==> config.mk <==
export PLATFORM = sky130hd
export DESIGN_NAME = stereo_frame_ctrl
export DESIGN_NICKNAME = d
export VERILOG_FILES = /design/src/rtl/stereo_pkg.sv /design/src/rtl/cdc_edge_sync.sv /design/src/rtl/stereo_frame_ctrl.sv
export SDC_FILE = /design/constraint.sdc
export NUM_CORES = 1
export LEC_CHECK = 0
export ABC_AREA = 0
export BUFFER_PORTS_ARGS = -buffer_cell sky130_fd_sc_hd__buf_2
export CAP_MARGIN = 20
export CORE_ASPECT_RATIO = 0.5
export CORE_UTILIZATION = 58
export DETAILED_ROUTE_END_ITERATION = 10
export PLACE_DENSITY = 0.89
export SYNTH_ARGS = -nofsm -noshare
export SYNTH_HDL_FRONTEND = slang
export SYNTH_HIERARCHICAL = 1
export SYNTH_SLANG_ARGS = --single-unit
==> constraint.sdc <==
create_clock -name clk -period 2.7 [get_ports clk]
set_clock_uncertainty 0.05 [all_clocks]
set_input_delay 0.135 -clock clk [delete_from_list [all_inputs] [get_ports clk]]
set_output_delay 0.135 -clock clk [all_outputs]
set_load 0.02 [all_outputs]
==> src/rtl/stereo_pkg.sv <==
// Shared encodings and widths for the stereo frame controller.
package stereo_pkg;

  localparam int unsigned COORD_W = 10;
  localparam int unsigned FCNT_W  = 16;
  localparam int unsigned STATE_W = 3;

  typedef logic [COORD_W-1:0] coord_t;
  typedef logic [FCNT_W-1:0]  fcnt_t;
  typedef logic [STATE_W-1:0] state_t;

  localparam state_t ST_IDLE      = 3'd0;
  localparam state_t ST_FSYNC     = 3'd1;
  localparam state_t ST_WAIT_SYNC = 3'd2;
  localparam state_t ST_RUN       = 3'd3;
  localparam state_t ST_DRAIN     = 3'd4;
  localparam state_t ST_DONE      = 3'd5;
  localparam state_t ST_ERR       = 3'd6;

endpackage

==> src/rtl/cdc_edge_sync.sv <==
// Two-flop synchronizer for a slow asynchronous level, followed by a rising-edge detector.
module cdc_edge_sync (
  input  logic clk,
  input  logic rst_n,
  input  logic i_async,
  output logic o_rise
);

  // [0],[1] form the synchronizer; [2] is the edge-detect history.
  logic [2:0] r_sync;

  always_ff @(posedge clk or negedge rst_n) begin
    if (!rst_n) begin
      r_sync <= '0;
    end else begin
      r_sync <= {r_sync[1:0], i_async};
    end
  end

  assign o_rise = r_sync[1] & ~r_sync[2];

endmodule

==> src/rtl/stereo_frame_ctrl.sv <==
// Frame sequencer: CPU start/abort handshake, DMA frame sync, pixel advance strobes with
// coordinates and frame markers, drain, completion counting and sync-timeout detection.
module stereo_frame_ctrl
  import stereo_pkg::*;
#(
  parameter int unsigned IMAGE_WIDTH  = 640,
  parameter int unsigned IMAGE_HEIGHT = 480,
  parameter int unsigned DRAIN_SLOTS  = 4,
  parameter int unsigned SYNC_TIMEOUT = 1 << 20
) (
  input  logic               clk,
  input  logic               rst_n,
  input  logic               pixel_en,
  input  logic               cpu_start,
  input  logic               cpu_abort,
  input  logic               in_stream_ok,
  input  logic               wr_fifo_full,
  output logic               mm2s_fsyn,
  output logic               en_out,
  output logic               sof,
  output logic               eol,
  output logic               eof,
  output logic [COORD_W-1:0] col_cnt,
  output logic [COORD_W-1:0] row_cnt,
  output logic               busy,
  output logic               frame_done,
  output logic               stall_err,
  output logic [FCNT_W-1:0]  frame_cnt
);

  localparam int unsigned TO_W = $clog2(SYNC_TIMEOUT + 1);
  localparam int unsigned DR_W = $clog2(DRAIN_SLOTS + 1);

  localparam coord_t           LAST_COL  = coord_t'(IMAGE_WIDTH - 1);
  localparam coord_t           LAST_ROW  = coord_t'(IMAGE_HEIGHT - 1);
  localparam coord_t           COORD_ONE = coord_t'(1);
  localparam logic [TO_W-1:0]  TO_LAST   = TO_W'(SYNC_TIMEOUT - 1);
  localparam logic [TO_W-1:0]  TO_ONE    = TO_W'(1);
  localparam logic [DR_W-1:0]  DR_LAST   = DR_W'(DRAIN_SLOTS - 1);
  localparam logic [DR_W-1:0]  DR_ONE    = DR_W'(1);

  logic w_start;
  logic w_abort;
  logic w_adv;
  logic w_px_first;
  logic w_px_last_col;
  logic w_px_last;
  logic w_timeout;
  state_t w_state_nxt;

  state_t          r_state;
  coord_t          r_px_col;
  coord_t          r_px_row;
  coord_t          r_col;
  coord_t          r_row;
  logic            r_en;
  logic            r_sof;
  logic            r_eol;
  logic            r_eof;
  logic [TO_W-1:0] r_to_cnt;
  logic [DR_W-1:0] r_dr_cnt;
  logic            r_stall;
  fcnt_t           r_fcnt;

  cdc_edge_sync u_start_sync (
    .clk     (clk),
    .rst_n   (rst_n),
    .i_async (cpu_start),
    .o_rise  (w_start)
  );

  cdc_edge_sync u_abort_sync (
    .clk     (clk),
    .rst_n   (rst_n),
    .i_async (cpu_abort),
    .o_rise  (w_abort)
  );

  always_comb begin
    // A skipped slot simply produces no advance; nothing is queued for later.
    w_adv         = (r_state == ST_RUN) && pixel_en && in_stream_ok && !wr_fifo_full;
    w_px_first    = (r_px_col == '0) && (r_px_row == '0);
    w_px_last_col = (r_px_col == LAST_COL);
    w_px_last     = w_adv && w_px_last_col && (r_px_row == LAST_ROW);
    w_timeout     = (r_state == ST_WAIT_SYNC) && !in_stream_ok && (r_to_cnt == TO_LAST);

    w_state_nxt = r_state;
    if (w_abort) begin
      w_state_nxt = ST_IDLE;
    end else begin
      case (r_state)
        ST_IDLE:      if (w_start) w_state_nxt = ST_FSYNC;
        ST_FSYNC:     w_state_nxt = ST_WAIT_SYNC;
        ST_WAIT_SYNC: begin
          if (in_stream_ok)   w_state_nxt = ST_RUN;
          else if (w_timeout) w_state_nxt = ST_ERR;
        end
        ST_RUN:       if (w_px_last) w_state_nxt = ST_DRAIN;
        ST_DRAIN:     if (pixel_en && (r_dr_cnt == DR_LAST)) w_state_nxt = ST_DONE;
        ST_DONE:      w_state_nxt = ST_IDLE;
        ST_ERR:       w_state_nxt = ST_ERR;
        default:      w_state_nxt = ST_IDLE;
      endcase
    end
  end

  always_ff @(posedge clk or negedge rst_n) begin
    if (!rst_n) begin
      r_state  <= ST_IDLE;
      r_px_col <= '0;
      r_px_row <= '0;
      r_col    <= '0;
      r_row    <= '0;
      r_en     <= 1'b0;
      r_sof    <= 1'b0;
      r_eol    <= 1'b0;
      r_eof    <= 1'b0;
      r_to_cnt <= '0;
      r_dr_cnt <= '0;
      r_stall  <= 1'b0;
      r_fcnt   <= '0;
    end else begin
      r_state <= w_state_nxt;

      r_en  <= w_adv && !w_abort;
      r_sof <= w_adv && !w_abort && w_px_first;
      r_eol <= w_adv && !w_abort && w_px_last_col;
      r_eof <= w_px_last && !w_abort;

      // Output coordinates name the advanced pixel and read zero outside RUN.
      if (w_adv && !w_abort) begin
        r_col <= r_px_col;
        r_row <= r_px_row;
      end else if (w_abort || (r_state != ST_RUN)) begin
        r_col <= '0;
        r_row <= '0;
      end

      if (w_abort || (r_state == ST_IDLE)) begin
        r_px_col <= '0;
        r_px_row <= '0;
      end else if (w_adv) begin
        if (w_px_last_col) begin
          r_px_col <= '0;
          r_px_row <= (r_px_row == LAST_ROW) ? '0 : r_px_row + COORD_ONE;
        end else begin
          r_px_col <= r_px_col + COORD_ONE;
        end
      end

      if ((r_state == ST_WAIT_SYNC) && !in_stream_ok) begin
        r_to_cnt <= r_to_cnt + TO_ONE;
      end else begin
        r_to_cnt <= '0;
      end

      if (r_state != ST_DRAIN) begin
        r_dr_cnt <= '0;
      end else if (pixel_en) begin
        r_dr_cnt <= r_dr_cnt + DR_ONE;
      end

      if (!w_abort && w_timeout) begin
        r_stall <= 1'b1;
      end else if (!w_abort && (r_state == ST_IDLE) && w_start) begin
        r_stall <= 1'b0;
      end

      if (!w_abort && (r_state == ST_DONE)) begin
        r_fcnt <= r_fcnt + fcnt_t'(1);
      end
    end
  end

  assign mm2s_fsyn  = (r_state == ST_FSYNC);
  assign busy       = (r_state != ST_IDLE);
  assign frame_done = (r_state == ST_DONE) && !w_abort;
  assign en_out     = r_en;
  assign sof        = r_sof;
  assign eol        = r_eol;
  assign eof        = r_eof;
  assign col_cnt    = r_col;
  assign row_cnt    = r_row;
  assign stall_err  = r_stall;
  assign frame_cnt  = r_fcnt;

endmodule

# Word level (Yosys, flattened, before mapping)
# Cells that the tools add are included.
# totals
reg_bits,94
input_bits,7
output_inout_bits,44
word_cells,95
# op_classes
addsub,5
eq_ne,16
mux,22
bitwise,4
n_reduce_logical,33
# op_table
op,count
$mux W10,10
$mux W3,8
$add A21 B1 Y21 const B,1
$eq A21 B20 Y1 const B,1
$mux W21,1
$add A10 B1 Y10 const B,2
$logic_not A10 Y1,2
$pmux W3 S6,1
$logic_and A1 B1 Y1,17
$add A16 B1 Y16 const B,1
$ne A3 B3 Y1 const B,4
$eq A10 B10 Y1 const B,1
$eq A10 B9 Y1 const B,1
$reduce_bool A2 Y1,5
$eq A3 B2 Y1 const B,3
$eq A3 B3 Y1 const B,3
$ne A4 B4 Y1 const B,1
$reduce_and A4 Y1,1
$add A3 B1 Y3 const B,1
$eq A3 B1 Y1 const B,1
$logic_not A1 Y1,3
$logic_not A3 Y1,1
$ne A3 B2 Y1 const B,1
$reduce_bool A3 Y1,1
5 further kinds,9

# Logic depth before layout (Yosys ltp)
# Gate-level depths: netlist of run 1.
# logic_depth
depth_word,9
depth_mapped,8
ltp_nobuf,6

# Modules after synthesis
# The synthesis of run 1 kept the hierarchy.
# by_module_without_submodules
module,instances,cells_each,area_per_inst_um2,seq_area_each_um2
stereo_frame_ctrl,1,432,4192.8,2202.1
cdc_edge_sync,2,4,88.8,75.1

# Least setup slack after synthesis of run 1
# OpenSTA, ideal clock, no wires.
# synth_timing
path_type,flip-flop to flip-flop
startpoint,register u_abort_sync.r_sync[1]
endpoint,register r_fcnt[15] (netlist: frame_cnt[15])
setup_ps,128
t_arrival_ps,1802
required_time_ps,2522
path_slack_ps,720
path_stages_with_launch,9
path_buffers,2
period_less_slack_ps,1980
path_cell_list,dfrtp_1 > nor2b_4 > buf_2 > and4bb_2 > buf_4 > and4_1 > and4_1 > nand4_1 > xnor2_1
# synth_via
elab_chain_cells,3
# synth_rtl
item,line,source
start: declaration,cdc_edge_sync.sv:10,logic [2:0] r_sync;
start signal: assignment,cdc_edge_sync.sv:16,"r_sync <= {r_sync[1:0], i_async};"
$and A1 B1 Y1,cdc_edge_sync.sv:20,assign o_rise = r_sync[1] & ~r_sync[2];
net w_abort,stereo_frame_ctrl.sv:43,logic w_abort;
$logic_not A1 Y1,--,
$logic_and A1 B1 Y1,--,
net frame_done,stereo_frame_ctrl.sv:26,"output logic frame_done,"
end signal: assignment,stereo_frame_ctrl.sv:170,r_fcnt <= r_fcnt + fcnt_t'(1);
end: declaration,stereo_frame_ctrl.sv:63,fcnt_t r_fcnt;
# The timed path passes the listed nets, and every way through them passes these cells.
# A chain may end at the register's enable or synchronous reset.

# Worst setup path in the final report of run 1
# layout_timing
startpoint,register r_px_col[0]
endpoint,register r_px_row[6]
# layout_via
elab_chain_cells,3
# layout_rtl
item,line,source
start: declaration,stereo_frame_ctrl.sv:52,coord_t r_px_col;
start signal: assignment,stereo_frame_ctrl.sv:147,r_px_col <= r_px_col + COORD_ONE;
$eq A10 B10 Y1,stereo_frame_ctrl.sv:83,w_px_last_col = (r_px_col == LAST_COL);
$reduce_bool A2 Y1 (no source line),--,
$reduce_and A2 Y1 (no source line),--,
end signal: assignment,stereo_frame_ctrl.sv:145,r_px_row <= (r_px_row == LAST_ROW) ? '0 : r_px_row + COORD_ONE;
end: declaration,stereo_frame_ctrl.sv:53,coord_t r_px_row;
# Every way passes these cells.

==> flow_summary.ini, run 1 <==
[outcome]
status = finished, violations left
violations = DRC

[setup_path]
path_class = register to register
cp_max_fo = 10
required_ns = 2.89
path_delay_family = simple AND/OR/NAND/NOR gates
crit_arrival_ns = 2.39
crit_cells = 5
endpoint_kind = register
critPathLaunchType = register
reg2reg_to = r_px_row[6]
crit_path_top_delay_cell = nor4_4
cp_cell_sequence = ha_1, nand2_1, nor4_4, nand3_1, o31ai_1
reg2reg_setup_slack_ns = 0.50
critPathMaxStageDelay_ns = 0.58
r2r_cells = 5
crit_buf_inv = 0
reg2reg_from = r_px_col[0]

[grt]
grt_use_total = 0.265
gr-total-overflow = 0
antenna_found_initial = 0
grt_pass1_wl_um = 16100
grt_pass1_vias = 3305
grt_max_degree = 54

[yosys]
async_reset_ff_frac = 1.00
synth_edf_count = 0
seq_area_frac_synth = 0.538
synth_warnings = 6
ys_ff_latch = 94
syn_avg_cell_area_sq_um = 9.93
ys_types = 55
synth_cells = 440
synth_nets = 455
ys.flop_type = dfrtp_1
syn_area_sq_um = 4370

[power]
power.density_nw_per_um2 = 664
power.total_mw = 3.35
power.leakage_nw = 2.28
ir_drop_mv = 0.671

[drt]
viasPerCell = 5.79
wl_per_cell_um = 15.9
num_vias = 3418
drt_first_pass_iters = 8
final_antenna_net_count = 0
drt-initial-drc-count = 241
wirelength_um = 9400
drc_errors = 2

[clocking]
clock_latency_ns = 0.35
htreeDepth = 3
postCtsHoldBufs = 3
clockBufferDepth = 2
cts_buffers = 9
clk_pin_slew_ns = 0.06
clkSinkCount = 94
post_cts_resize_count = 0
cts_tree = built
cts_root_buf = clkbuf_16
postCtsSetupBuffers = 0

[placement]
portBuffers = 50
dp_hpwl_um = 6070
routabilityCongestion = 0.911
pre_cts_ws_ns = 0.607

[worst_hold_path]
hold_class = input pin to register
hold_depth = 2
hp-start = pixel_en
hold_end = r_dr_cnt[2]

[sta]
finalSetupViolations = 0
slew_viol_final = 0
period_needed_ns = 2.20
layout_setup_ws_ns = 0.504
finalCritPeriodShare = 0.813
worstMarginPinSlew_ns = 0.708
hold_viol = 0
max_freq_mhz = 455
setup_tns_ns = 0
maxSlewHeadroom = 0.524
rsz0062_at_grt = no

[die]
start_util = 0.625
pin_count = 51
die_y_um = 63.4
core_sq_um = 6990
die_w_um = 125
rows = 21
design.die.area_sq_um = 7910

[cells_and_area]
nFillCells = 471
diodes = 0
layout_commonest_cell = dfrtp_1
drive_gt1_frac = 0.175
final_cell_mix = 94 x dfrtp_1, 70 x nand2_1, 49 x buf_2, 47 x nor2_1, 26 x xnor2_1
final_nets = 508
synthToLayoutAreaGrowth_pct = 15.6
post-route-util = 0.723

[run]
cap_violations = 0
[per-layer routing]
metal  part of all wire  GRT usage  up-vias
met5                  0          0        -
met4              0.012     0.0679        0
met3              0.054     0.0841       14
met2               0.49      0.442      102
met1               0.45      0.339     1695
li1                   -          -     1607
[flip-flops by register name (all words and copies together), names as in the netlist, 3 cells and up]
register / flops
r_to_cnt: 21
frame_cnt: 16
col_cnt: 10
r_px_col: 10
r_px_row: 10
row_cnt: 10
r_dr_cnt: 3
r_state: 3
u_abort_sync/r_sync: 3
u_start_sync/r_sync: 3
[through the flow]
stage	hold slack, ns	instance area, sq um	cells
finish	0.0410	5050	590
global route	0.0634	5050	590
CTS	0.0329	5050	590
detailed placement	0.108	4720	571
global placement	0.104	4720	571
floorplan	-0.211	4370	440
[cell type report]
cell class / count / area, sq um / share of cell area
Sequential cell: 94 / 2350 / 0.466
Multi-Input combinational cell: 316 / 1890 / 0.375
Timing Repair Buffer: 59 / 340 / 0.0674
Clock buffer: 10 / 239 / 0.0473
Tap cell: 92 / 115 / 0.0228
Clock inverter: 6 / 61.3 / 0.0121
Inverter: 13 / 48.8 / 0.00966
[synthesized netlist by cell type, types with 4 or more instances]
| library cell | count | area [sq um] |
|---|---|---|
| nand4_1 | 12 | 75.1 |
| nor2_1 | 47 | 176 |
| clkbuf_1 | 8 | 30.0 |
| o21ai_0 | 11 | 55.1 |
| buf_2 | 6 | 30.0 |
| nand3_1 | 19 | 95.1 |
| nor3b_1 | 4 | 30.0 |
| and3_1 | 11 | 68.8 |
| xor2_1 | 16 | 140 |
| nor4_1 | 5 | 31.3 |
| and4_1 | 4 | 35.0 |
| a21oi_1 | 24 | 120 |
| xnor2_1 | 26 | 228 |
| nor3_1 | 10 | 50.1 |
| nand2_1 | 70 | 263 |
| inv_1 | 13 | 48.8 |
| ha_1 | 8 | 100 |
| dfrtp_1 | 94 | 2350 |
[cells by family (layout without fill, tap and decap cells)]
logic type	after synthesis	after routing	synth area share
flops	94	94	0.538
xor+xnor	42	42	0.0842
fa+ha+maj	8	8	0.0229
buf+inv	30	88	0.0283
mux	4	4	0.00945
simple gates	209	209	0.243
compound gates	53	53	0.0736
[report_power, final]
| group | internal (mW) | total [mW] | switching, mW |
|---|---|---|---|
| clock network | 0.739 | 1.26 | 0.523 |
| logic | 0.178 | 0.549 | 0.371 |
| registers | 1.46 | 1.54 | 0.0841 |
[how the worst max path moves through the flow]
stage                           start             to  slack, ns
6_report                  r_px_col[0]    r_px_row[6]       0.50
5_1_grt                   r_px_col[0]    r_px_row[6]       0.37
4_1_cts                   r_px_col[0]    r_px_row[6]       0.53
3_5_place_dp              r_px_row[0]    r_px_row[6]       0.61
3_3_place_gp                 pixel_en    r_px_row[9]       0.71
2_1_floorplan  u_abort_sync/r_sync[1]  frame_cnt[15]       0.72
No activity file was read; power rests on OpenSTA's default activity.
==> run 2, diff against run 1 <==
- CORE_UTILIZATION: 58 -> 52
- PLACE_DENSITY: 0.89 -> 0.85
- clock period: 2.7 -> 1.9 ns (I/O delays scaled with it)
==> run 2 against run 1 <==
Effect of this change: the flow now finishes without violations; flip-flop and latch count unchanged; clock-buffer cell count unchanged; non-clock buffer count increased by 23; power increased by 43%; via count increased by 1.7%; first-iteration DRC count increased by 28%; wire length increased by 1.5%; critical path depth increased by 1; highest routed layer unchanged.
==> flow_summary.ini, run 2 (synthesis results as in run 1) <==
[outcome]
status = finished, final reports clean

[drt]
drt-initial-drc-count = 309
final_antenna_net_count = 0
drt_first_pass_iters = 4
num_vias = 3477
wl_met3_um = 492
wl_met2_um = 4600
highest_layer = met4
wl_per_cell_um = 15.1
viasPerCell = 5.51
wirelength_um = 9540
drc_errors = 0
m1WireLength_um = 4280

[grt]
grt_pass1_wl_um = 15800
grt_use_total = 0.232
antenna_found_initial = 0
grt_pass1_vias = 3394
gr-total-overflow = 0
grt_max_degree = 43

[placement]
place_area_sq_um = 4920
portBuffers = 50
routabilityCongestion = 0.862
dp_hpwl_um = 6470
pre_cts_ws_ns = 0.0172

[die]
die_y_um = 66.8
pin_count = 51
design.die.area_sq_um = 8800
die_w_um = 132
core_sq_um = 8090
rows = 23
start_util = 0.540

[clocking]
clock_latency_ns = 0.34
cts_tree = built
clockBufferDepth = 2
clkSinkCount = 94
clk_pin_slew_ns = 0.06
htreeDepth = 3
cts_root_buf = clkbuf_16
cts_buffers = 9

[setup_path]
path_delay_family = simple AND/OR/NAND/NOR gates
cp_cell_sequence = nor3_2, a311oi_2, buf_4, nor4_1, xnor2_1, nor2_1
reg2reg_to = r_px_col[9]
crit_arrival_ns = 1.98
critPathLaunchType = register
cp_max_fo = 8
crit_buf_inv = 1
endpoint_kind = register
critPathMaxStageDelay_ns = 0.47
crit_path_end = r_px_col[9]
crit_cells = 6
path_class = register to register
reg2reg_setup_slack_ns = 0.1
reg2reg_from = r_state[1]
r2r_cells = 6
startpoint = r_state[1]
required_ns = 2.07
crit_path_top_delay_cell = dfrtp_1

[sta]
max_freq_mhz = 555
finalCritPeriodShare = 0.949
maxSlewHeadroom = 0.751
period_needed_ns = 1.80
layout_setup_ws_ns = 0.0978
worstMarginPinSlew_ns = 0.374
slew_viol_final = 0
setup_tns_ns = 0
finalSetupViolations = 0
hold_viol = 0

[cells_and_area]
largest_register = r_to_cnt
fin_area_sq_um = 5260
layout_commonest_cell = dfrtp_1
post-route-util = 0.651
final_cell_mix = 94 x dfrtp_1, 70 x nand2_1, 49 x buf_2, 47 x nor2_1, 28 x buf_4
synthToLayoutAreaGrowth_pct = 20.4
diodes = 0
final_nets = 531
largest_reg_flops = 21
drive_gt1_frac = 0.220
nFillCells = 603

[power]
power.total_mw = 4.80
power.density_nw_per_um2 = 913
power.leakage_nw = 2.39
p_seq_frac = 0.449
switching_share = 0.286
cell_internal_pwr_mw = 3.43
ir_drop_mv = 0.483
clock_power_share = 0.365
p_switching_mw = 1.37
power_frac_comb = 0.186

[worst_hold_path]
hold_class = input pin to register

[run]
cap_violations = 0
==> run 2: what timing repair did <==
action	in CTS	in global routing
hold endpoints to repair	68	0
setup endpoints to repair	0	11
gates resized for setup	0	8
hold buffers	3	0
setup buffers	0	0
==> run 2: area by class of cell <==
type | instances | area, sq um | area share
flip-flops and latches | 94 | 2350 | 0.447
inverters | 13 | 48.8 | 0.00927
well taps | 112 | 140 | 0.0266
clock inverters | 4 | 48.8 | 0.00927
repair buffers | 82 | 517 | 0.0982
multi-input cells | 316 | 1920 | 0.364
clock buffers | 10 | 239 | 0.0454
==> run 2: worst min-delay path by stage <==
stage | start | to | slack [ns] | depth (start not counted)
final | pixel_en | r_dr_cnt[2] | 0.02 | 2
after global routing | pixel_en | r_dr_cnt[2] | 0.03 | 2
after CTS | pixel_en | r_dr_cnt[2] | 0.006 | 2
after detailed placement | rst_n | frame_cnt[10] | -0.03 | 1
after global placement | rst_n | frame_cnt[10] | -0.03 | 1
after floorplan | rst_n | col_cnt[0] | -0.25 | 0
==> run 2: power groups by stage <==
| stage | registers (mW) | logic (mW) | clock network (mW) |
|---|---|---|---|
| 3_3_place_gp | 2.18 | 0.833 | 0 |
| 3_5_place_dp | 2.19 | 0.861 | 0 |
| 6_report | 2.16 | 0.892 | 1.75 |
| 4_1_cts | 2.16 | 0.877 | 1.78 |
| 5_1_grt | 2.17 | 0.974 | 1.85 |
| 2_1_floorplan | 2.20 | 0.518 | 0 |
==> run 2: per-stage QoR <==
step,hold WS (ns),std cells
after floorplan,-0.251,440
after detailed placement,-0.0313,614
after global placement,-0.0289,614
after CTS,0.00586,631
after global routing,0.0318,631
final,0.0204,631
==> run 2: worst reg2reg max path, stage by stage (launching register included) <==
cell and delay [ns]:
dfrtp_1 0.47, nor3_2 0.36, a311oi_2 0.06, buf_4 0.18, nor4_1 0.34, xnor2_1 0.17, nor2_1 0.05
==> run 2: layer usage <==
layer	track usage	vias up
met2	0.396	91
li1	-	1651
met5	0	-
met3	0.0670	18
met4	0.100	0
met1	0.281	1717
==> run 3, diff against run 2 <==
- clock period: 1.9 -> 1.65 ns (I/O delays scaled with it)
==> run 3 against run 2 <==
Effect of this change: the run now ends with setup timing left; sequential power is 17% higher; combinational power is 95% higher; core utilization is 9.6 points higher; register-to-register slack worse by 0.37 ns; final cell count is 7.9% higher; worst hold slack better by 0.046 ns.
==> flow_summary.ini, run 3 (synthesis results as in run 1) <==
[sta]
hold_viol = 0
layout_setup_ws_ns = -0.269
finalCritPeriodShare = 1.16
rsz0062_at_grt = yes
period_needed_ns = 1.92
worstMarginPinSlew_ns = 0.421
maxSlewHeadroom = 0.719
finalSetupViolations = 33
slew_viol_final = 0
max_freq_mhz = 521
setup_tns_ns = -2.48

[power]
power_frac_comb = 0.269
cell_internal_pwr_mw = 4.40
power.leakage_nw = 2.75
power.density_nw_per_um2 = 1070
power.total_mw = 6.47
ir_drop_mv = 0.814
switching_share = 0.320
clock_power_share = 0.342
p_seq_frac = 0.390
p_switching_mw = 2.07

[drt]
final_antenna_net_count = 0
drt-initial-drc-count = 452
viasPerCell = 6.27
drt_first_pass_iters = 5
wirelength_um = 14500
wl_per_cell_um = 21.3
drc_errors = 0
num_vias = 4267

[setup_path]
critPathMaxStageDelay_ns = 0.40
cp_cell_sequence = ha_2, nand4_1, nor4_2, buf_4, a21o_1, a21oi_1, nor4_1
crit_path_top_delay_cell = dfrtp_1
endpoint_kind = register
path_delay_family = simple AND/OR/NAND/NOR gates
reg2reg_from = r_to_cnt[1]
startpoint = r_to_cnt[1]
path_class = register to register
required_ns = 1.84
critPathLaunchType = register
cp_max_fo = 3
crit_buf_inv = 1
crit_arrival_ns = 2.11

[clocking]
cts_tree = built
clock_latency_ns = 0.36
clk_pin_slew_ns = 0.08
cts_root_buf = clkbuf_16
clockBufferDepth = 2
clkSinkCount = 94
cts_buffers = 9
htreeDepth = 3

[cells_and_area]
post-route-util = 0.747
final_nets = 578
finalNonFillerCells = 681
synthToLayoutAreaGrowth_pct = 38.2
largest_register = r_to_cnt
largest_reg_flops = 21
final_cell_mix = 91 x dfrtp_1, 65 x nand2_1, 61 x buf_4, 47 x buf_2, 42 x nor2_1
drive_gt1_frac = 0.371
nFillCells = 433
layout_commonest_cell = dfrtp_1

[die]
core_sq_um = 8090
start_util = 0.540
design.die.area_sq_um = 8800
rows = 23
die_w_um = 132
die_y_um = 66.8
pin_count = 51

[outcome]
status = finished, violations left
violations = setup timing

[grt]
grt_pass1_vias = 3643
grt_use_total = 0.270
gr-total-overflow = 0
grt_max_degree = 37
grt_pass1_wl_um = 18000
antenna_found_initial = 1

[run]
cap_violations = 0

[placement]
place_inst = 645
routabilityCongestion = 0.943
pre_cts_ws_ns = -0.125
dp_hpwl_um = 6960
portBuffers = 50

[worst_hold_path]
hp-start = pixel_en
hold_class = input pin to register
==> run 3: changes by cell type in the layout (fill, tap and decap cells not counted), sizes merged <==
cell | before | now
inv | 13 | 14
clkbuf | 10 | 12
clkinv | 3 | 0
diode | 0 | 1
clkinvlp | 0 | 2
buf | 79 | 126
==> run 3: path summary, 6_finish.rpt <==
kind                                     endpoint  slack, ns  cells past startpoint
min in group asynchronous            r_to_cnt[14]       0.16                      2
min                                   r_dr_cnt[2]       0.07                      3
min reg2reg                u_start_sync/r_sync[1]       0.31                      0
max in group asynchronous             r_px_row[0]       0.84                      3
max reg2reg                            r_state[2]      -0.27                      7
max                                    r_state[2]      -0.27                      7
==> run 3: tightest hold or removal path, stage by stage <==
cell      delay, ns
buf_2          0.09
buf_4          0.15
a211oi_1       0.09
==> run 3: what timing repair did <==
action / in CTS / in global routing
resized for setup: 19 / 74
buffers inserted: 6 / 10
pin swaps: 15 / 20
hold buffers: 3 / 0
gates cloned: 0 / 0
endpoints found under the setup margin: 26 / 45
hold endpoints to repair: 96 / 0
==> run 3: per-stage QoR <==
| stage | instance area [sq um] | hold slack [ns] |
|---|---|---|
| floorplan | 4410 | -0.263 |
| global placement | 5180 | -0.0177 |
| detailed placement | 5180 | -0.00921 |
| CTS | 5650 | 0.0137 |
| global route | 6040 | 0.0633 |
| finish | 6040 | 0.0666 |
==> run 3: power by group through the flow <==
stage	clock network, mW	registers [mW]	logic, mW
floorplan	0	2.53	0.618
global placement	0	2.51	1.14
detailed placement	0	2.52	1.16
CTS	2.18	2.50	1.26
global route	2.31	2.52	1.82
finish	2.21	2.52	1.74
==> run 3: area by class of cell <==
cell class | instances | area (sq um) | area share
flip-flops and latches | 94 | 2360 | 0.390
multi-input cells | 316 | 2240 | 0.371
repair buffers | 129 | 943 | 0.156
clock buffers | 12 | 256 | 0.0425
well taps | 112 | 140 | 0.0232
clock inverters | 4 | 53.8 | 0.00891
inverters | 13 | 48.8 | 0.00808
diodes | 1 | 2.50 | 0.000414
==> run 3: per-layer routing <==
layer / vias to the layer above / track usage / wire (um)
met5: - / 0 / 0
met3: 109 / 0.0784 / 1170
met2: 308 / 0.452 / 6770
met4: 0 / 0.141 / 979
met1: 2105 / 0.322 / 5610
li1: 1745 / - / -
